### config.mk
export PLATFORM = sky130hd
export DESIGN_NAME = xgmii_rx_mac_flat
export DESIGN_NICKNAME = d
export VERILOG_FILES = /design/src/rtl/xgmii_rx_mac_if.sv /design/src/rtl/xgmii_rx_mac.sv /design/src/flat_wrapper.sv
export SDC_FILE = /design/constraint.sdc
export NUM_CORES = 1
export LEC_CHECK = 0
export ABC_AREA = 0
export CAP_MARGIN = 40
export CORE_MARGIN = 3
export CORE_UTILIZATION = 60
export DETAILED_ROUTE_END_ITERATION = 7
export PLACE_DENSITY = 0.8
export SYNTH_ARGS = -nofsm -noshare
export SYNTH_HDL_FRONTEND = slang
export SYNTH_SLANG_ARGS = --single-unit
export TNS_END_PERCENT = 100
### constraint.sdc
create_clock -name i_clk -period 14.05 [get_ports i_clk]
set_clock_uncertainty 0.2 [all_clocks]
set_input_delay 2.81 -clock i_clk [delete_from_list [all_inputs] [get_ports i_clk]]
set_output_delay 2.81 -clock i_clk [all_outputs]
set_load 0.01 [all_outputs]
### src/rtl/xgmii_rx_mac_if.sv
// xgmii_rx_mac_if: XGMII receive words in, payload word stream out.
//   xgmii_data/xgmii_ctrl/xgmii_valid : XGMII lanes, per-lane control flags, word qualifier
//   data/data_keep/data_valid/data_err : payload word, byte keep, word strobe, bad-frame flag
//   master: the receive MAC; slave: the PCS/consumer side
interface xgmii_rx_mac_if #(
  parameter int XGMII_DATA_WIDTH = 32,
  parameter int XGMII_CTRL_WIDTH = XGMII_DATA_WIDTH/8,
  parameter int O_DATA_WIDTH = 32,
  parameter int O_DATA_KEEP_WIDTH = O_DATA_WIDTH/8
);
  logic [XGMII_DATA_WIDTH-1:0] xgmii_data;
  logic [XGMII_CTRL_WIDTH-1:0] xgmii_ctrl;
  logic xgmii_valid;
  logic [O_DATA_WIDTH-1:0] data;
  logic [O_DATA_KEEP_WIDTH-1:0] data_keep;
  logic data_valid;
  logic data_err;
  modport master (input xgmii_data, xgmii_ctrl, xgmii_valid, output data, data_keep, data_valid, data_err);
  modport slave (output xgmii_data, xgmii_ctrl, xgmii_valid, input data, data_keep, data_valid, data_err);
endinterface

### src/rtl/xgmii_rx_mac.sv
// xgmii_rx_mac: 10G receive MAC; strips preamble/FCS, checks CRC-32 and runt length.
//   i_clk     : single clock, rising edge
//   i_reset_n : asynchronous active-low reset
//   bus       : xgmii_rx_mac_if master (XGMII in, keep-qualified payload out)
module xgmii_rx_mac #(
  parameter int XGMII_DATA_WIDTH = 32,
  parameter int XGMII_CTRL_WIDTH = XGMII_DATA_WIDTH/8,
  parameter int O_DATA_WIDTH = 32,
  parameter int O_DATA_KEEP_WIDTH = O_DATA_WIDTH/8
) (
  input logic i_clk,
  input logic i_reset_n,
  xgmii_rx_mac_if.master bus
);
  typedef enum logic [1:0] {IDLE, PREAMBLE, DATA} state_t;
  state_t state, state_n;
  logic [XGMII_DATA_WIDTH-1:0] a, a_n, b, b_n;
  logic a_vld, a_vld_n, b_vld, b_vld_n;
  // B is still owed to the output after the frame ended
  logic flush, flush_n;
  logic [O_DATA_KEEP_WIDTH-1:0] fkeep, fkeep_n;
  logic ferr, ferr_n;
  logic [31:0] crc, crc_n, crc_w;
  logic [15:0] cnt, cnt_n;
  logic [O_DATA_WIDTH-1:0] od, od_n;
  logic [O_DATA_KEEP_WIDTH-1:0] ok, ok_n;
  logic ov, ov_n, oe, oe_n;
  logic [2:0] k;
  logic [7:0] lb;
  logic [16:0] tot;
  logic term, bad, start;

  function automatic logic [31:0] crc_byte(input logic [31:0] c, input logic [7:0] d);
    logic [31:0] r;
    r = c ^ {24'd0, d};
    for (int i = 0; i < 8; i++) r = r[0] ? (r >> 1) ^ 32'hEDB88320 : r >> 1;
    return r;
  endfunction

  // k = lowest control lane (4 when none); CRC runs over the data lanes below it
  always_comb begin
    k = 3'd4;
    lb = 8'h00;
    for (int i = XGMII_CTRL_WIDTH - 1; i >= 0; i--)
      if (bus.xgmii_ctrl[i]) begin
        k = 3'(i);
        lb = bus.xgmii_data[8*i +: 8];
      end
    crc_w = crc;
    for (int i = 0; i < XGMII_CTRL_WIDTH; i++)
      if (i < int'(k)) crc_w = crc_byte(crc_w, bus.xgmii_data[8*i +: 8]);
  end

  // tot counts bytes after the SFD including FCS, so a runt is tot < 64
  assign tot = {1'b0, cnt} + 17'(k);
  assign term = lb == 8'hFD;
  assign bad = crc_w != 32'hDEBB20E3 || tot < 17'd64;
  assign start = bus.xgmii_ctrl == XGMII_CTRL_WIDTH'(1) && bus.xgmii_data[7:0] == 8'hFB;

  always_comb begin
    state_n = state;
    a_n = a;
    b_n = b;
    a_vld_n = a_vld;
    b_vld_n = b_vld;
    flush_n = flush;
    fkeep_n = fkeep;
    ferr_n = ferr;
    crc_n = crc;
    cnt_n = cnt;
    od_n = od;
    ok_n = ok;
    ov_n = 1'b0;
    oe_n = oe;
    if (bus.xgmii_valid) begin
      ok_n = '0;
      oe_n = 1'b0;
      flush_n = 1'b0;
      if (flush) begin
        od_n = b;
        ok_n = fkeep;
        ov_n = 1'b1;
        oe_n = ferr;
      end
      case (state)
        IDLE: state_n = start ? PREAMBLE : IDLE;
        PREAMBLE: begin
          state_n = bus.xgmii_ctrl == '0 && bus.xgmii_data == 32'hD5555555 ? DATA : IDLE;
          a_vld_n = 1'b0;
          b_vld_n = 1'b0;
          crc_n = '1;
          cnt_n = '0;
        end
        DATA: begin
          if (bus.xgmii_ctrl == '0) begin
            crc_n = crc_w;
            cnt_n = tot[16] ? 16'hFFFF : tot[15:0];
            a_n = b;
            b_n = bus.xgmii_data;
            a_vld_n = b_vld;
            b_vld_n = 1'b1;
            if (a_vld) begin
              od_n = a;
              ok_n = '1;
              ov_n = 1'b1;
            end
          end else begin
            state_n = IDLE;
            a_vld_n = 1'b0;
            b_vld_n = 1'b0;
            if (term) begin
              // k==0: B is all FCS so A is last; otherwise B carries the tail bytes
              if (a_vld) begin
                od_n = a;
                ok_n = '1;
                ov_n = 1'b1;
                oe_n = k == 3'd0 && bad;
              end
              flush_n = b_vld && k != 3'd0;
              fkeep_n = O_DATA_KEEP_WIDTH'((5'd1 << k) - 5'd1);
              ferr_n = bad;
            end else if (a_vld) begin
              od_n = a;
              ok_n = '1;
              ov_n = 1'b1;
              flush_n = 1'b1;
              fkeep_n = '1;
              ferr_n = 1'b1;
            end else if (b_vld) begin
              od_n = b;
              ok_n = '1;
              ov_n = 1'b1;
              oe_n = 1'b1;
            end
          end
        end
        default: state_n = IDLE;
      endcase
    end
  end

  always_ff @(posedge i_clk or negedge i_reset_n)
    if (!i_reset_n) begin
      state <= IDLE;
      a <= '0;
      b <= '0;
      a_vld <= 1'b0;
      b_vld <= 1'b0;
      flush <= 1'b0;
      fkeep <= '0;
      ferr <= 1'b0;
      crc <= '1;
      cnt <= '0;
      od <= '0;
      ok <= '0;
      ov <= 1'b0;
      oe <= 1'b0;
    end else begin
      state <= state_n;
      a <= a_n;
      b <= b_n;
      a_vld <= a_vld_n;
      b_vld <= b_vld_n;
      flush <= flush_n;
      fkeep <= fkeep_n;
      ferr <= ferr_n;
      crc <= crc_n;
      cnt <= cnt_n;
      od <= od_n;
      ok <= ok_n;
      ov <= ov_n;
      oe <= oe_n;
    end

  assign bus.data = od;
  assign bus.data_keep = ok;
  assign bus.data_valid = ov;
  assign bus.data_err = oe;
endmodule

### src/flat_wrapper.sv
// flat-port wrapper written by rule: the top's interface ports become plain ports
module xgmii_rx_mac_flat 
#(
  parameter int XGMII_DATA_WIDTH = 32,
  parameter int XGMII_CTRL_WIDTH = XGMII_DATA_WIDTH/8,
  parameter int O_DATA_WIDTH = 32,
  parameter int O_DATA_KEEP_WIDTH = O_DATA_WIDTH/8
)
  (i_clk, i_reset_n, bus_xgmii_data, bus_xgmii_ctrl, bus_xgmii_valid, bus_data, bus_data_keep, bus_data_valid, bus_data_err);
  xgmii_rx_mac_if #(.XGMII_DATA_WIDTH(XGMII_DATA_WIDTH), .XGMII_CTRL_WIDTH(XGMII_CTRL_WIDTH), .O_DATA_WIDTH(O_DATA_WIDTH), .O_DATA_KEEP_WIDTH(O_DATA_KEEP_WIDTH)) bus_i ();
  input logic i_clk;
  input logic i_reset_n;
  input wire logic [$bits(bus_i.xgmii_data)-1:0] bus_xgmii_data;
  input wire logic [$bits(bus_i.xgmii_ctrl)-1:0] bus_xgmii_ctrl;
  input wire logic [$bits(bus_i.xgmii_valid)-1:0] bus_xgmii_valid;
  output wire logic [$bits(bus_i.data)-1:0] bus_data;
  output wire logic [$bits(bus_i.data_keep)-1:0] bus_data_keep;
  output wire logic [$bits(bus_i.data_valid)-1:0] bus_data_valid;
  output wire logic [$bits(bus_i.data_err)-1:0] bus_data_err;
  assign bus_i.xgmii_data = bus_xgmii_data;
  assign bus_i.xgmii_ctrl = bus_xgmii_ctrl;
  assign bus_i.xgmii_valid = bus_xgmii_valid;
  assign bus_data = bus_i.data;
  assign bus_data_keep = bus_i.data_keep;
  assign bus_data_valid = bus_i.data_valid;
  assign bus_data_err = bus_i.data_err;
  xgmii_rx_mac #(.XGMII_DATA_WIDTH(XGMII_DATA_WIDTH), .XGMII_CTRL_WIDTH(XGMII_CTRL_WIDTH), .O_DATA_WIDTH(O_DATA_WIDTH), .O_DATA_KEEP_WIDTH(O_DATA_KEEP_WIDTH)) u_core (.i_clk(i_clk), .i_reset_n(i_reset_n), .bus(bus_i));
endmodule
; ---- Word level (Yosys, flattened, before mapping)
; Index checks and enable logic that the tools add are counted.
[totals]
register_bits = 160
output_inout_bits = 38
wordCells = 178
[op_classes]
n_shift = 1
reduce_logical = 16
order_cmp = 5
eq_ne = 9
bitwise = 37
n_mux = 94
addsub = 2
[ops]
columns = cell, count
row1 = 2-to-1 mux 32 bit, 44
row2 = inverter 13 -> 14 bit, 32
row3 = XOR 32 x 8 -> 32 bit, 4
row4 = case mux 32 bit (2 select lines), 1
row5 = 2-to-1 mux 4 bit, 9
row6 = "== test 32 bit, second input constant", 1
row7 = 2-to-1 mux 16 bit, 2
row8 = 2-to-1 mux 8 bit, 4
row9 = "!= test 32 bit, second input constant", 1
row10 = case mux 16 bit (2 select lines), 1
row11 = 2-to-1 mux 1 bit, 24
row12 = adder 16 x 3 -> 17 bit, 1
row13 = "less-than comparator 17 x 7 -> 1 bit, second input constant", 1
row14 = "== test 8 bit, second input constant", 2
row15 = 2-to-1 mux 3 bit, 4
row16 = "less-than comparator 1 x 3 -> 1 bit, first input constant", 2
row17 = "less-than comparator 2 x 3 -> 1 bit, first input constant", 2
row18 = case mux 2 bit (3 select lines), 1
row19 = AND reduction 3 bit, 2
row20 = "== test 4 x 1 -> 1 bit, second input constant", 1
row21 = logical AND 1 bit, 4
row22 = logical NOT 4 bit, 1
row23 = 2-to-1 mux 2 bit, 2
row24 = case mux 1 bit (2 select lines), 2
row25 = other kinds (14), 16

; ---- Logic depth before layout (Yosys ltp)
; Gate-level depths: netlist of run 1.
[depth]
ltp_word = 79
ltp_mapped = 27

; ---- Worst setup path before layout of run 1
; Ideal clock, no wire load.
[synth_path]
path_kind = in2reg
startpoint = in bus_xgmii_data[0]
endpoint = reg u_core.oe, in the netlist u_core.bus.data_err
n_path_buf = 1
slack_ps = 5708
t_arrival_ps = 8018
stages = 18
t_required_ps = 13726
setup_ps = 124
cell_sequence = buf_4 -> xor2_4 -> xnor3_1 -> mux2_4 -> xor2_4 -> xnor3_2 -> xnor2_4 -> mux2i_4 -> xnor3_1 -> xnor2_1 -> mux2_4 -> or3b_1 -> nand2_1 -> xnor3_1 -> mux2_2 -> nor4b_2 -> nand4_1 -> o31a_1
[synth_via]
elab_chain_cells = 60
elab_cells_between_ends = 80
cone_classes = 2 x eq/ne / 41 x mux / 35 x bitwise / 2 x reduce/logical
[synth_rtl]
columns = item, line
row1 = start: declaration, flat_wrapper.sv:13  ; input wire logic [$bits(bus_i.xgmii_data)-1:0] bus_xgmii_data;
row2 = XOR 32 x 8 -> 32 bit, xgmii_rx_mac.sv:35  ; r = c ^ {24'd0, d};
row3 = 2-to-1 mux 32 bit, xgmii_rx_mac.sv:36  ; for (int i = 0; i < 8; i++) r = r[0] ? (r >> 1) ^ 32'hEDB88320 : r >> 1;
row4 = inverter 13 -> 14 bit (no line), --
row5 = 2-to-1 mux 32 bit, xgmii_rx_mac.sv:36
row6 = inverter 13 -> 14 bit (no line), --
row7 = 2-to-1 mux 32 bit (2 in series), xgmii_rx_mac.sv:36
row8 = inverter 13 -> 14 bit (no line), --
row9 = 2-to-1 mux 32 bit, xgmii_rx_mac.sv:36
row10 = (+43 left out), --
row11 = 2-to-1 mux 32 bit, xgmii_rx_mac.sv:51  ; if (i < int'(k)) crc_w = crc_byte(crc_w, bus.xgmii_data[8*i +: 8]);
row12 = != test 32 bit, xgmii_rx_mac.sv:57  ; assign bad = crc_w != 32'hDEBB20E3 || tot < 17'd64;
row13 = logical OR 1 bit, xgmii_rx_mac.sv:57
row14 = logical AND 1 bit, xgmii_rx_mac.sv:117  ; oe_n = k == 3'd0 && bad;
row15 = 2-to-1 mux 1 bit, xgmii_rx_mac.sv:113  ; if (a_vld) begin
row16 = 2-to-1 mux 1 bit *, xgmii_rx_mac.sv:111  ; if (term) begin
row17 = 2-to-1 mux 1 bit *, xgmii_rx_mac.sv:95  ; if (bus.xgmii_ctrl == '0) begin
row18 = 2-to-1 mux 1 bit *, xgmii_rx_mac.sv:85  ; case (state)
row19 = end signal: assignment, xgmii_rx_mac.sv:172  ; oe <= oe_n;
row20 = end: declaration, xgmii_rx_mac.sv:27  ; logic ov, ov_n, oe, oe_n;
; Every way passes the cells marked *; elsewhere a longest branch is shown, timed or not.
; A chain may end at the register's enable or synchronous reset.

; ---- Worst setup path in the final report of run 1
[layout_path]
startpoint = in bus_xgmii_data[0]
endpoint = reg u_core.ferr
[layout_via]
elab_chain_cells = 56
elab_cells_between_ends = 78
cone_classes = 2 x eq/ne / 38 x mux / 35 x bitwise / 3 x reduce/logical
[layout_rtl]
columns = item, line
row1 = XOR 32 x 8 -> 32 bit, xgmii_rx_mac.sv:35
row2 = 2-to-1 mux 32 bit, xgmii_rx_mac.sv:36
row3 = inverter 13 -> 14 bit (no line), --
row4 = 2-to-1 mux 32 bit, xgmii_rx_mac.sv:36
row5 = inverter 13 -> 14 bit (no line), --
row6 = 2-to-1 mux 32 bit (2 in series), xgmii_rx_mac.sv:36
row7 = inverter 13 -> 14 bit (no line), --
row8 = 2-to-1 mux 32 bit, xgmii_rx_mac.sv:36
row9 = (+33 left out), --
row10 = XOR 32 x 8 -> 32 bit, xgmii_rx_mac.sv:35
row11 = 2-to-1 mux 32 bit (2 in series), xgmii_rx_mac.sv:36
row12 = inverter 13 -> 14 bit (no line), --
row13 = 2-to-1 mux 32 bit (6 in series), xgmii_rx_mac.sv:36
row14 = 2-to-1 mux 32 bit, xgmii_rx_mac.sv:51
row15 = != test 32 bit, xgmii_rx_mac.sv:57
row16 = logical OR 1 bit, xgmii_rx_mac.sv:57
row17 = 2-to-1 mux 1 bit, xgmii_rx_mac.sv:111
row18 = end signal: assignment, xgmii_rx_mac.sv:166  ; ferr <= ferr_n;
row19 = end: declaration, xgmii_rx_mac.sv:22  ; logic ferr, ferr_n;
; Parallel ways exist; a longest one is shown, timed or not.

==> flow_summary.ini, run 1 <==
[cells_and_area]
finish.cell_count_without_fillers = 1844
ff_latch_area_um2 = 4044
diodes = 0
finalInstanceArea_um2 = 15310
design.final.nets = 1598
fillCellCount = 1733
final_layout_size_suffix_gt1_share_pct = 9.974
multi_input_comb_area_um2 = 9186
area.growth.synth_to_final_pct = 11.50

[yosys]
synth_top_cells_by_area = sky130_fd_sc_hd__dfrtp_1 23%, sky130_fd_sc_hd__xnor2_1 9.6%, sky130_fd_sc_hd__xnor3_1 7.7%
seq_area_frac_synth_pct = 29.45
synth.yosys.warnings = 0
yosysMostFrequentCell = sky130_fd_sc_hd__nand2_1
postSynth.topFlopCell = sky130_fd_sc_hd__dfrtp_1
ys_async_sr_fraction_pct = 100.0
synth_fp_nets = 1578
synth_area_um2 = 13730
count_of_state_elements_after_synthesis = 160
synth_area_per_cell_um2 = 8.963
netlist_instances = 1532
synth_largest_type_area_fraction_pct = 23.33
synth_top_cell_by_area = sky130_fd_sc_hd__dfrtp_1
synth_cell_types = 91
post_synth_most_frequent_cells = 226 x sky130_fd_sc_hd__nand2_1, 151 x sky130_fd_sc_hd__xnor2_1, 128 x sky130_fd_sc_hd__dfrtp_1
synth_enable_flop_cells = 0

[floorplanning]
ioPinCount = 77
design.die.area_um2 = 24740
floorplan.initialDensity_pct = 61.96
fp.dieH_um = 157.3
rows = 54
chipWidth_um = 157.3
core_region_area_um2 = 22160

[global_routing]
grt_max_degree = 82
antenna_found_initial = 0
grt_use_total_pct = 34.40
number_of_global_route_vias_before_repair = 11340
grt_overflow = 0
grt_pass1_wl_mm = 65.10

[sta]
whs_ps = 277.8
period_minus_slack_ps = 9263
fin_tns_setup_ps = 0
timing.final.setup_violations = 0
final-hold-violation-count = 0
fmaxAchievable_mhz = 108.0
worstMarginPinSlew_ps = 930.7
timing.slew.headroom_pct = 37.81
timing_max_transition_violations_final = 0
period_share_pct = 65.93
grt_setup_unrepaired = false

[power]
sw_frac_of_total_pct = 41.78
vdd.ir_drop.worst_mv = 0.1426
totalPowerFinal_mw = 2.451
clkPwrFrac_pct = 19.8
combPwrFrac_pct = 60.6
p_seq_share_pct = 19.6
p_sw_mw = 1.024
power_per_cell_area_nw_per_um2 = 160.1
power.leakage_nw = 6.817
internal-power_mw = 1.427

[clocking]
post_cts_hold_buffer_count = 0
post_cts.resized_instances = 0
clock_tree_from_tritoncts = yes
cts.htree.levels = 4
clk_latency_ps = 440
cts_buffer_count = 17
cts_root_buf = sky130_fd_sc_hd__clkbuf_16
cts_num_sinks = 160
clk_pin_slew_worst_paths_ps = 70
post_cts_buffers = 0
ctsLongestPathBuffers = 2

[worst_setup_path]
worstSetupEndpointType = register
crit_path_frequent_cell = sky130_fd_sc_hd__xnor3_1
crit_slowest_cell = sky130_fd_sc_hd__clkdlybuf4s50_1
crit_start_category = input port
worst-setup-path-type = in2reg
path_cells = clkdlybuf4s50_1, xor2_4, xnor3_1, mux2_4, xor2_4, xnor3_2, xnor2_4, mux2i_4, xnor3_1, xnor2_1, mux2_4, or3b_1, nand2_1, xnor3_1, mux2_2, nor4b_2, nand4_1, o31a_1
critPathArrivalTime_ps = 9380
crit_path_max_incr_delay_ps = 730
crit_path_max_fanout = 10
crit_required_ps = 14170

[worst_hold_path]
hold_class = reg2reg

[placement]
instance_area_at_placement_um2 = 14700
numPortBuffers = 76
place_hpwl_mm = 31.13
gpl.final_weighted_congestion = 1.034
dp.cells = 1813

[routing]
vias_per_cell = 6.457
route.antenna.remaining_nets = 0
detail_route.drc_violations = 0
totalWireLength_mm = 42.40
drt_first_pass_iters = 5
initial_detailed_routing_violation_count = 1370
avgRoutedWirePerCell_um = 22.99
routed-via-count = 11910

[status]
status = finished clean

[job]
max_cap_viol_count = 0
routing by layer:
| metal | vias to the layer above | wire, um | track usage, % | part of all wire [%] |
|---|---|---|---|---|
| met5 | - | 0 | 0 | 0 |
| met4 | 0 | 2162 | 16.40 | 5.1 |
| met3 | 125 | 3963 | 5.527 | 9.3 |
| met2 | 611 | 19630 | 54.89 | 46 |
| met1 | 5767 | 16640 | 46.12 | 39 |
| li1 | 5404 | - | - | - |
power by group through the flow:
stage                     Clock [mW]  Combinational, mW  Sequential, mW
after floorplan                    0               1.14           0.484
after global placement             0               1.43           0.489
after detailed placement           0               1.45           0.489
after CTS                      0.488               1.46           0.481
after global routing           0.507               1.56           0.481
final                          0.485               1.49           0.481
cell type report:
cell class,count,area share (%)
Sequential cell,160,26.41
Clock inverter,13,1.087
Timing Repair Buffer,100,6.383
Clock buffer,18,2.869
Inverter,39,0.9562
Multi-Input combinational cell,1234,60.00
Tap cell,280,2.288
worst max-delay path, delay by kind of cell:
family	cells	cell delay [ps]
mux	4	1470
xor+xnor	8	2910
compound gates	1	300
buf+inv	1	730
simple gates	4	1140
cells in the final DEF, fill, tap and decap left out, types with 32 or more instances in the layout:
cell	count
sky130_fd_sc_hd__dfrtp_1	128
sky130_fd_sc_hd__xnor3_1	47
sky130_fd_sc_hd__mux2i_1	64
sky130_fd_sc_hd__xnor2_1	151
sky130_fd_sc_hd__dfstp_2	32
sky130_fd_sc_hd__a21oi_1	102
sky130_fd_sc_hd__clkdlybuf4s50_1	74
sky130_fd_sc_hd__inv_1	39
sky130_fd_sc_hd__xor2_1	51
sky130_fd_sc_hd__nor2_1	120
sky130_fd_sc_hd__a22o_1	40
sky130_fd_sc_hd__nand2_1	225
sky130_fd_sc_hd__o21ai_0	89
logic make-up (layout without fill, tap and decap cells):
logic type / after synthesis / after routing / synth area share (%)
simple gates: 478 / 478 / 15.65
compound gates: 390 / 390 / 18.43
xor+xnor: 283 / 283 / 26.13
flops: 160 / 160 / 29.45
buf+inv: 138 / 170 / 3.873
mux: 76 / 76 / 5.786
fa+ha+maj: 7 / 7 / 0.6925
flip-flops by register name, indices dropped and copies added (netlist names):
register and flops:
u_core.crc 32, u_core.flush 1, u_core.bus.data 32, u_core.b_vld 1, u_core.state 2, u_core.cnt 16, u_core.bus.data_err 1, u_core.bus.data_valid 1
u_core.a_vld 1, u_core.ferr 1, u_core.b 32, u_core.fkeep 4, u_core.bus.data_keep 4, u_core.a 32
through the flow:
step	setup slack [ps]	util, %
5_1_grt	4589	69.08
3_5_place_dp	4434	66.35
4_1_cts	4853	69.08
2_1_floorplan	5708	-
6_report	4787	69.08
3_3_place_gp	4467	66.07
worst paths after layout:
check                                       start             end  slack [ps]  depth (start not counted)
worst max register to register      u_core.crc[0]     u_core.ferr        7220                         17
worst min-delay path                 u_core.a[29]    u_core.a[29]         280                          2
worst min register to register       u_core.a[29]    u_core.a[29]         280                          2
max in group asynchronous               i_reset_n  u_core.crc[29]       10300                          3
min in group asynchronous               i_reset_n    u_core.a[19]        2190                          1
worst max-delay path            bus_xgmii_data[0]     u_core.ferr        4790                         18
(Power assumes the default switching activity.)
==> inputs of run 2 (changes only) <==
Settings changed: CORE_UTILIZATION 60 to 56, PLACE_DENSITY 0.8 to 0.78.
Clock period 14.05 ns to 7.7 ns, I/O delays scaled along.
==> flow_summary.ini, run 2 (synthesis results as in run 1) <==
[status]
status = finished clean

[routing]
initial_detailed_routing_violation_count = 1460
routed-via-count = 12050
avgRoutedWirePerCell_um = 22.62
drt_first_pass_iters = 5
vias_per_cell = 6.207
route.antenna.remaining_nets = 0
detail_route.drc_violations = 0
totalWireLength_mm = 43.93

[global_routing]
grt_use_met3_pct = 5.417
grt_use_total_pct = 33.35
grt_pass1_wl_mm = 67.25
antenna_found_initial = 0
grt_overflow = 0
global_route.peak_usage_layer = met2
number_of_global_route_vias_before_repair = 11360
grt_use_met1_pct = 46.16
grt_max_degree = 93
use_met2_pct = 53.04

[clocking]
clk_latency_ps = 430
cts.htree.levels = 4
post_cts_hold_buffer_count = 0
ctsLongestPathBuffers = 2
post_cts_buffers = 0
cts_root_buf = sky130_fd_sc_hd__clkbuf_16
post_cts.resized_instances = 0
clk_pin_slew_worst_paths_ps = 70
cts_num_sinks = 160
clock_tree_from_tritoncts = yes
cts_buffer_count = 17

[floorplanning]
design.die.area_um2 = 26430
floorplan.initialDensity_pct = 57.81
rows = 56
core_region_area_um2 = 23750
fp.dieH_um = 162.6
chipWidth_um = 162.6
ioPinCount = 77

[sta]
fmaxAchievable_mhz = 137.7
final.setup.worst_slack_ps = 439.6
grt_setup_unrepaired = false
period_minus_slack_ps = 7260
worstMarginPinSlew_ps = 860.7
timing_max_transition_violations_final = 0
timing.slew.headroom_pct = 42.48
period_share_pct = 94.29
final-hold-violation-count = 0
fin_tns_setup_ps = 0
timing.final.setup_violations = 0

[worst_setup_path]
crit_path_max_incr_delay_ps = 610
critical-path-top-delay-family = simple AND/OR/NAND/NOR gates
worst-setup-path-type = in2reg
worstSetupEndpointType = register
critPathArrivalTime_ps = 7390
crit_required_ps = 7830
path_cells = clkdlybuf4s50_1, xnor2_4, xnor3_1, mux2i_1, nand2_1, xnor2_2, xnor2_2, buf_4, mux2_2, nor3_2, nand3_1, nand4b_2, or3b_1, nand2_1, xnor3_1, mux2_2, nor4b_2, nand4_1, o31a_1
reg2reg_depth = 18
cp.depth = 19
crit_start_category = input port
critPathBufInv = 2
crit_slowest_cell = sky130_fd_sc_hd__clkdlybuf4s50_1
crit_path_max_fanout = 6

[power]
power_per_cell_area_nw_per_um2 = 294.4
vdd.ir_drop.worst_mv = 0.2612
power.leakage_nw = 7.111
totalPowerFinal_mw = 4.661

[worst_hold_path]
hold_class = reg2reg
min_path_cells = 2

[placement]
instance_area_at_placement_um2 = 15230
numPortBuffers = 76
place_hpwl_mm = 32.79
gpl.final_weighted_congestion = 1.095
pre_cts_ws_ps = 111.3

[cells_and_area]
area.growth.synth_to_final_pct = 15.30
finalInstanceArea_um2 = 15830
final_cell_mix = 225 x sky130_fd_sc_hd__nand2_1, 151 x sky130_fd_sc_hd__xnor2_1, 128 x sky130_fd_sc_hd__dfrtp_1
design.final.nets = 1656
final_common_cell = sky130_fd_sc_hd__nand2_1
diodes = 0
final_layout_size_suffix_gt1_share_pct = 13.25

[job]
max_cap_viol_count = 0
## run 2: worst paths after layout
| kind | from | end | slack [ps] |
|---|---|---|---|
| hold reg to reg | u_core.a[14] | u_core.a[14] | 280 |
| setup / recovery | bus_xgmii_data[1] | u_core.ferr | 440 |
| hold / removal | u_core.a[14] | u_core.a[14] | 280 |
| min in group asynchronous | i_reset_n | u_core.bus.data[17] | 960 |
| setup reg to reg | u_core.crc[0] | u_core.ferr | 1530 |
| max in group asynchronous | i_reset_n | u_core.crc[31] | 5250 |
## run 2: cell type report
cell class / count / area, um2
multi-input cells: 1234 / 9181
fillers: 1895 / 7921
flip-flops and latches: 160 / 4044
repair buffers: 158 / 1458
clock buffers: 18 / 439.2
well taps: 319 / 399.1
clock inverters: 14 / 163.9
inverters: 39 / 146.4
## run 2: through the flow
| stage | utilization, % | std cells | hold WS (ps) |
|---|---|---|---|
| 6_report | 66.65 | 1942 | 275.4 |
| 5_1_grt | 66.65 | 1942 | 300.3 |
| 4_1_cts | 66.65 | 1942 | 279.7 |
| 3_5_place_dp | 64.11 | 1910 | 262.5 |
| 3_3_place_gp | 63.76 | 1907 | 257.6 |
| 2_1_floorplan | - | 1532 | 245.1 |
## run 2: power breakdown
part           internal, mW  switching [mW]
registers             0.858          0.0192
logic                  1.39            1.54
clock network         0.447           0.407
total                  2.69            1.97
## run 2: routing by layer
metal	share of wire [%]	routed length [um]
met1	42	18310
met2	47	20480
met3	7.8	3411
met4	3.9	1724
met5	0	0
## run 2: worst reg2reg max path, cell delays in order (launching register included)
cell and delay (ps):
sky130_fd_sc_hd__dfstp_2 680, sky130_fd_sc_hd__xor2_4 130, sky130_fd_sc_hd__buf_4 180, sky130_fd_sc_hd__xnor2_1 310, sky130_fd_sc_hd__nor3_1 80, sky130_fd_sc_hd__a2111o_1 560
sky130_fd_sc_hd__nor2_8 300, sky130_fd_sc_hd__nor4b_1 130, sky130_fd_sc_hd__nor3_4 440, sky130_fd_sc_hd__xnor3_1 450, sky130_fd_sc_hd__xnor2_1 330, sky130_fd_sc_hd__mux2_4 360
sky130_fd_sc_hd__or3b_1 410, sky130_fd_sc_hd__nand2_1 180, sky130_fd_sc_hd__xnor3_1 360, sky130_fd_sc_hd__mux2_2 280, sky130_fd_sc_hd__nor4b_2 260, sky130_fd_sc_hd__nand4_1 170
sky130_fd_sc_hd__o31a_1 260
==> inputs of run 3 (changes only) <==
Settings changed: CAP_MARGIN 40 to 20, CORE_MARGIN 3 to 2, CTS_CLUSTER_SIZE set to 10.
==> flow_summary.ini, run 3 (synthesis results as in run 1) <==
[status]
status = finished clean

[global_routing]
number_of_global_route_vias_before_repair = 11650
grt_use_total_pct = 34.34
antenna_found_initial = 0
grt_max_degree = 82
grt_overflow = 0
grt_pass1_wl_mm = 67.92

[worst_hold_path]
min_path_cells = 2
hold_class = reg2reg

[worst_setup_path]
reg2reg_depth = 18
crit_path_max_fanout = 7
crit_required_ps = 7810
worstSetupEndpointType = register
critPathArrivalTime_ps = 7510
worst-setup-path-type = in2reg
crit_start_category = input port

[cells_and_area]
final_cell_mix = 225 x sky130_fd_sc_hd__nand2_1, 151 x sky130_fd_sc_hd__xnor2_1, 128 x sky130_fd_sc_hd__dfrtp_1
design.final.nets = 1669
diodes = 0
finalInstanceArea_um2 = 15900
final_layout_size_suffix_gt1_share_pct = 13.88
finish.cell_count_without_fillers = 1960
final_common_cell = sky130_fd_sc_hd__nand2_1
area.growth.synth_to_final_pct = 15.81

[sta]
final-hold-violation-count = 0
worstMarginPinSlew_ps = 1004
grt_setup_unrepaired = false
timing.final.setup_violations = 0
whs_ps = 278.3
fin_tns_setup_ps = 0
final.setup.worst_slack_ps = 298.9
timing.slew.headroom_pct = 32.90
period_minus_slack_ps = 7401
timing_max_transition_violations_final = 0
period_share_pct = 96.12
fmaxAchievable_mhz = 135.1

[clocking]
cts_root_buf = sky130_fd_sc_hd__clkbuf_16
cts.htree.levels = 4
clk_latency_ps = 430
post_cts.resized_instances = 0
ctsLongestPathBuffers = 2
cts_num_sinks = 160
post_cts_hold_buffer_count = 0
clock_tree_from_tritoncts = yes
clk_pin_slew_worst_paths_ps = 70
post_cts_buffers = 0
cts_buffer_count = 17

[placement]
dp.cells = 1926
gpl.final_weighted_congestion = 1.033
instance_area_at_placement_um2 = 15270
pre_cts_ws_ps = -21.16
numPortBuffers = 76
place_hpwl_mm = 32.27

[routing]
route.antenna.remaining_nets = 0
initial_detailed_routing_violation_count = 1356
avgRoutedWirePerCell_um = 22.42
totalWireLength_mm = 43.95
vias_per_cell = 6.190
detail_route.drc_violations = 0
drt_first_pass_iters = 6
routed-via-count = 12130

[power]
vdd.ir_drop.worst_mv = 0.2781
power_per_cell_area_nw_per_um2 = 297.2
power.leakage_nw = 7.159

[job]
max_cap_viol_count = 0

[floorplanning]
rows = 57
core_region_area_um2 = 24180
chipWidth_um = 160.6
design.die.area_um2 = 25790
fp.dieH_um = 160.6
floorplan.initialDensity_pct = 56.79
ioPinCount = 77
[run 3: changes by cell type in the layout (fill, tap and decap cells not counted), moves of 2 or more]
| cell | before | now |
|---|---|---|
| sky130_fd_sc_hd__buf_4 | 77 | 90 |
| sky130_fd_sc_hd__inv_8 | 5 | 2 |
| sky130_fd_sc_hd__clkinv_2 | 0 | 2 |
| sky130_fd_sc_hd__clkinv_8 | 3 | 1 |
| sky130_fd_sc_hd__inv_6 | 2 | 4 |
[run 3: through the flow]
| stage | power [mW] | util, % |
|---|---|---|
| final | 4.725 | 65.77 |
| after global routing | 4.919 | 65.77 |
| after CTS | 4.697 | 65.54 |
| after detailed placement | 3.825 | 63.16 |
| after global placement | 3.812 | 63.16 |
| after floorplan | 2.965 | - |
[run 3: layer usage]
| metal | vias to the layer above | share of wire (%) | GRT usage, % |
|---|---|---|---|
| li1 | 5548 | - | - |
| met1 | 5917 | 41 | 46.67 |
| met5 | - | 0 | 0 |
| met3 | 114 | 7.3 | 4.959 |
| met2 | 554 | 47 | 55.66 |
| met4 | 0 | 4.3 | 13.80 |
[run 3: path summary, 6_finish.rpt]
| check | start | endpoint | slack, ps |
|---|---|---|---|
| worst max-delay path | bus_xgmii_data[0] | u_core.ferr | 300 |
| worst min-delay path | u_core.a[29] | u_core.a[29] | 280 |
| worst max register to register | u_core.crc[0] | u_core.ferr | 1360 |
| worst min register to register | u_core.a[29] | u_core.a[29] | 280 |
| max in group asynchronous | i_reset_n | u_core.b[2] | 4880 |
| min in group asynchronous | i_reset_n | u_core.a[19] | 930 |
[run 3: power breakdown]
| group | switching [mW] | internal, mW |
|---|---|---|
| clock | 0.400 | 0.456 |
| sequential | 0.0188 | 0.858 |
| combinational | 1.57 | 1.42 |
| total | 1.99 | 2.74 |
[run 3: area by class of cell]
| cell class | instances | area (um2) |
|---|---|---|
| fill | 1955 | 8275 |
| tap | 324 | 405.4 |
| timing repair buffer | 171 | 1548 |
| inverter | 39 | 146.4 |
| clock buffer | 17 | 425.4 |
| multi-input combinational | 1234 | 9181 |
| clock inverter | 15 | 151.4 |
| sequential | 160 | 4044 |
[run 3: critical path, cell delays in order]
cell,delay [ps]
sky130_fd_sc_hd__clkdlybuf4s50_1,510
sky130_fd_sc_hd__xor2_4,200
sky130_fd_sc_hd__buf_4,180
sky130_fd_sc_hd__xnor2_1,360
sky130_fd_sc_hd__nor3_1,90
sky130_fd_sc_hd__a2111o_1,550
sky130_fd_sc_hd__or4_1,580
sky130_fd_sc_hd__a21oi_2,200
sky130_fd_sc_hd__nor3_4,70
sky130_fd_sc_hd__xnor3_1,400
sky130_fd_sc_hd__xnor2_1,290
sky130_fd_sc_hd__mux2_4,350
sky130_fd_sc_hd__nor2_2,370
sky130_fd_sc_hd__xnor3_1,420
sky130_fd_sc_hd__mux2i_1,350
sky130_fd_sc_hd__o2111ai_1,170
sky130_fd_sc_hd__nor4_1,220
sky130_fd_sc_hd__nand4_1,310
sky130_fd_sc_hd__o31a_1,330
==> variant 1, RTL diff (settings of run 3) <==
The 3 states of `state_t` get a one-hot encoding in 3 bits.
--- a/src/rtl/xgmii_rx_mac.sv
+++ b/src/rtl/xgmii_rx_mac.sv
@@ -12,7 +12,7 @@
   input logic i_reset_n,
   xgmii_rx_mac_if.master bus
 );
-  typedef enum logic [1:0] {IDLE, PREAMBLE, DATA} state_t;
+  typedef enum logic [2:0] {IDLE = 3'b001, PREAMBLE = 3'b010, DATA = 3'b100} state_t;
   state_t state, state_n;
   logic [XGMII_DATA_WIDTH-1:0] a, a_n, b, b_n;
   logic a_vld, a_vld_n, b_vld, b_vld_n;
Function: same outputs for any inputs over 4 cycles, from zero or initial values and one cycle with i_reset_n low; so few cycles prove little.
==> variant 1 against run 3 <==
  * Cell area up 0.27%
  * First-iteration DRC count is 3.5% lower
  * Routed wire length barely moved
  * Critical path type unchanged
  * Critical endpoint unchanged
  * Total power grew 17%
  * Maximum frequency shrank 0.30%
  * Sequential share of layout area rose by 0.097 points
  * Sequential cell count increased by 1
  * Area after synthesis fell by 0.54%
  * Setup slack worse by 0.022 ns
==> variant 1: results (changes against run 3) <==
* R2r setup slk at 1.38 ns (+0.02 ns)
* Critical-path top delay cell: xnor3_1
* Layout Cells excl Fill at 1982 (+1.1%)
* Final #Nets at 1688 (+1.1%)
* Status: finished clean
* Gpl congestion at 0.996 (-3.6%)
* Post-synthesis net count at 1577 (-0.063%)
* Static Leak at 7.15 nW (-0.16%)
* Met3 Use GR at 5.19% (+0.24 points)
* Global Route met1 Usage at 46.3% (-0.37 points)
* Share of cells above drive strength 1 at 14.8% (+0.96 points)
* Post-synthesis cell type count at 90 (-1.1%)
* Tot GR Track Use at 34.2% (-0.097 points)
* Top cells by area, synth: dfrtp_1 (23%), xnor3_1 (9.1%), xnor2_1 (9.0%)
* Top cells by count, synth: nand2_1 (278), xnor2_1 (140), nor2_1 (130)
* Arrival time worst endpoint at 7.52 ns (about the same)
* Dpl cells at 1948 (+1.1%)
* Vias after detailed routing at 12.4k (+1.8%)
* Worst-path maximum fanout at 5 (-2)
* Fillers at 2008 (+2.7%)
* Synth Instances at 1534 (+0.13%)
* Peak VDD IR at 446 uV (+60%)
* TritonRoute pass-1 iters at 7 (+1)
* Post-synthesis sequential area ratio at 29.8% (+0.35 points)
* DP Wirelength at 32.7 mm (+1.5%)
==> variant 1: metal layers <==
metal	vias to the layer above	wire (microns)	share of wire, %
met1	6023	18400	42
met3	100	3290	7.5
li1	5625	-	-
met2	608	20400	46
met4	0	1840	4.2
met5	-	0	0
==> variant 1: worst min-delay path, cell delays in order (launching register included) <==
cell	delay, ns
dfrtp_1	0.34
nand2_1	0.05
nand2_1	0.05
==> variant 1: final timing paths <==
check                                 to  cells past startpoint
max reg2reg                  u_core.ferr                     18
min                          u_core.a[1]                      2
max in group asynchronous  u_core.cnt[9]                      2
min in group asynchronous   u_core.a[13]                      1
min reg2reg                  u_core.a[1]                      2
max                          u_core.ferr                     20
==> variant 1: per-stage QoR <==
| stage | setup slack, ns | area, sq um | hold slack, ns | power [W] | utilization (%) |
|---|---|---|---|---|---|
| after floorplan | 0.424 | 13700 | 0.247 | 0.00346 | - |
| after global placement | -0.107 | 15300 | 0.258 | 0.00459 | 63.5 |
| after detailed placement | -0.105 | 15300 | 0.264 | 0.00461 | 63.5 |
| after CTS | 0.320 | 15900 | 0.279 | 0.00547 | 65.9 |
| after global routing | 0.0879 | 15900 | 0.302 | 0.00579 | 66.1 |
| final | 0.276 | 15900 | 0.278 | 0.00553 | 66.1 |
==> variant 1: final cells by class <==
class | count | share of cell area, %
Inverter | 15 | 0.353
Clock buffer | 19 | 2.78
Tap cell | 324 | 2.54
Sequential cell | 161 | 25.5
Multi-Input combinational cell | 1259 | 57.5
Clock inverter | 13 | 0.871
Timing Repair Buffer | 191 | 10.4
==> variant 1: cells by family after synthesis <==
kind of cell	count (synthesis)	share of synthesized area, %
AND/OR/NAND/NOR	552	17.8
AO/OA/AOI/OAI	395	19.6
XOR/XNOR	270	25.8
flip-flops	161	29.8
buffers and inverters	114	3.31
multiplexers	38	3.16
adder cells (fa/ha/maj)	4	0.421
==> variant 1: power breakdown <==
| part | internal (W) | switching, W |
|---|---|---|
| combinational | 0.00188 | 0.00187 |
| sequential | 0.000894 | 0.0000502 |
| clock | 0.000467 | 0.000366 |
| total | 0.00324 | 0.00229 |
==> variant 2, RTL diff (flow settings as in run 3) <==
Made on the original files. Make the reset (`i_reset_n`) synchronous in one clocked block. Comments in the files are not updated.
--- a/src/rtl/xgmii_rx_mac.sv
+++ b/src/rtl/xgmii_rx_mac.sv
@@ -139,7 +139,7 @@
     end
   end
 
-  always_ff @(posedge i_clk or negedge i_reset_n)
+  always_ff @(posedge i_clk)
     if (!i_reset_n) begin
       state <= IDLE;
       a <= '0;
Function: same outputs for any inputs over 4 cycles, from zero or initial values and one cycle with i_reset_n low; that may be too few to reach the edited logic, so the function may still have changed.
==> variant 2 against run 3 <==
  * Routed wire length grew 4.8%
  * Maximum frequency shrank 1.4%
  * Clock power shrank 2.9%
  * Setup slack lost 0.11 ns
  * Cell area grew 0.44%
  * Sequential cell count is the same
  * Cell count grew 9.3%
  * Area after synthesis shrank 4.2%
  * Global-route usage grew 3.0 points
  * Via count grew 7.2%
  * Sequential power shrank 5.2%
  * Total power shrank 18%
  * Highest routed layer unchanged
==> variant 2: results (changes against run 3) <==
* Status: finished clean
* GR Util met2 at 62.1% (+6.5 points)
* Final #Nets at 1857 (+11%)
* Drt total wl at 46.1 mm (+4.8%)
* TritonRoute pass-1 iters at 5 (-1)
* Number of global-route vias before repair at 12.0k (+3.4%)
* Cell Area, Placed at 15400 sq um (+0.62%)
* Share of cells above drive strength 1 at 16.2% (+2.3 points)
* FFs w/ async S/R, synth at 0% (-100 points)
* Fillers at 1989 (+1.7%)
* Met3 Use GR at 3.72% (-1.2 points)
* Tot GR Track Use at 37.3% (+3.0 points)
* Peak VDD IR at 187 uV (-33%)
* Global Route met1 Usage at 48.7% (+2.0 points)
* Main synth FF type: dfxtp_1
* Pin count of the biggest net entering global routing at 105 (+28%)
* Synth Instances at 1637 (+6.9%)
* Static Leak at 6.47 nW (-9.6%)
* Dpl cells at 2110 (+9.6%)
* CP peak stage delay at 0.61 ns (+0.03 ns)
* 1st-iter DRT viols at 1289 (-4.9%)
* Via/cell ratio at 6.07 (-2.0%)
* Slew HR at 26.7% (-6.2 points)
* Post-synthesis cell type count at 86 (-5.5%)
* Worst-path maximum fanout at 9 (+2)
* Crit path max-delay family: simple AND/OR/NAND/NOR gates
* Gpl congestion at 0.952 (-7.9%)
* First-pass GRT wire length at 70.1 mm (+3.2%)
* Vias after detailed routing at 13.0k (+7.2%)
==> variant 2: layer usage <==
layer | part of all wire (%) | wire length [microns] | up-vias
met2 | 47 | 21700 | 541
met5 | 0 | 0 | -
met3 | 6.3 | 2910 | 117
li1 | - | - | 6094
met1 | 41 | 19000 | 6253
met4 | 5.4 | 2480 | 0
==> variant 2: cell type report <==
class	instances	area [sq um]	area share, %
multi-input cells	1339	9470	59.3
flip-flops and latches	160	3200	20.1
repair buffers	279	2270	14.2
clock buffers	18	439	2.75
well taps	319	399	2.50
clock inverters	14	139	0.870
inverters	14	52.6	0.329
==> variant 2: cell families after synthesis <==
family | Yosys count | synth area share [%]
and+or+nand+nor | 571 | 20.6
AOI/OAI and AO/OA | 422 | 19.5
buffers and inverters | 138 | 4.07
muxes | 69 | 5.47
DFF | 160 | 24.4
adders and majority gates | 7 | 0.723
xor gates and xnor gates | 270 | 25.3
==> variant 2: path summary, 6_finish.rpt <==
kind / cells after the start / slack, ns / start / to
hold / removal: 2 / 0.26 / u_core.a[15] / u_core.a[15]
setup / recovery: 22 / 0.19 / bus_xgmii_data[3] / u_core.ferr
setup reg to reg: 20 / 1.17 / u_core.crc[2] / u_core.ferr
hold reg to reg: 2 / 0.26 / u_core.a[15] / u_core.a[15]
==> variant 2: repair_timing <==
item                                    in CTS  in global routing
resized for setup                            0                  5
endpoints found under the setup margin       0                  2
hold buffers                                 0                  0
==> variant 2: power by group <==
part           total, W  switching, W  internal (W)
clock          0.000832      0.000391      0.000441
combinational   0.00221       0.00105       0.00116
sequential     0.000831    0.00000176      0.000829
total           0.00387       0.00144       0.00243
==> variant 2: worst reg2reg max path: stages, from the launching register on <==
cell and delay (ns):
dfxtp_1 0.69, xnor2_4 0.19, xnor3_1 0.38, and3_1 0.22
or4_1 0.50, and2_1 0.21, xnor3_1 0.39, mux2i_2 0.43
buf_4 0.25, nor4b_1 0.06, or4_1 0.52, nor4_2 0.25
buf_4 0.18, xnor2_1 0.17, xnor2_1 0.12, o21a_1 0.20
or3_1 0.36, or4_1 0.54, nor4_2 0.28, buf_4 0.17
a31oi_1 0.08
==> variant 2: per-stage QoR <==
stage / worst slack [ns] / utilization [%] / power, W / TNS [ns]
after floorplan: 0.0814 / - / 0.00218 / 0
after global placement: -0.194 / 66.0 / 0.00300 / -0.350
after detailed placement: -0.253 / 66.0 / 0.00301 / -0.461
after CTS: 0.154 / 68.5 / 0.00384 / 0
after global routing: 0.00893 / 68.7 / 0.00402 / 0
final: 0.192 / 68.7 / 0.00387 / 0
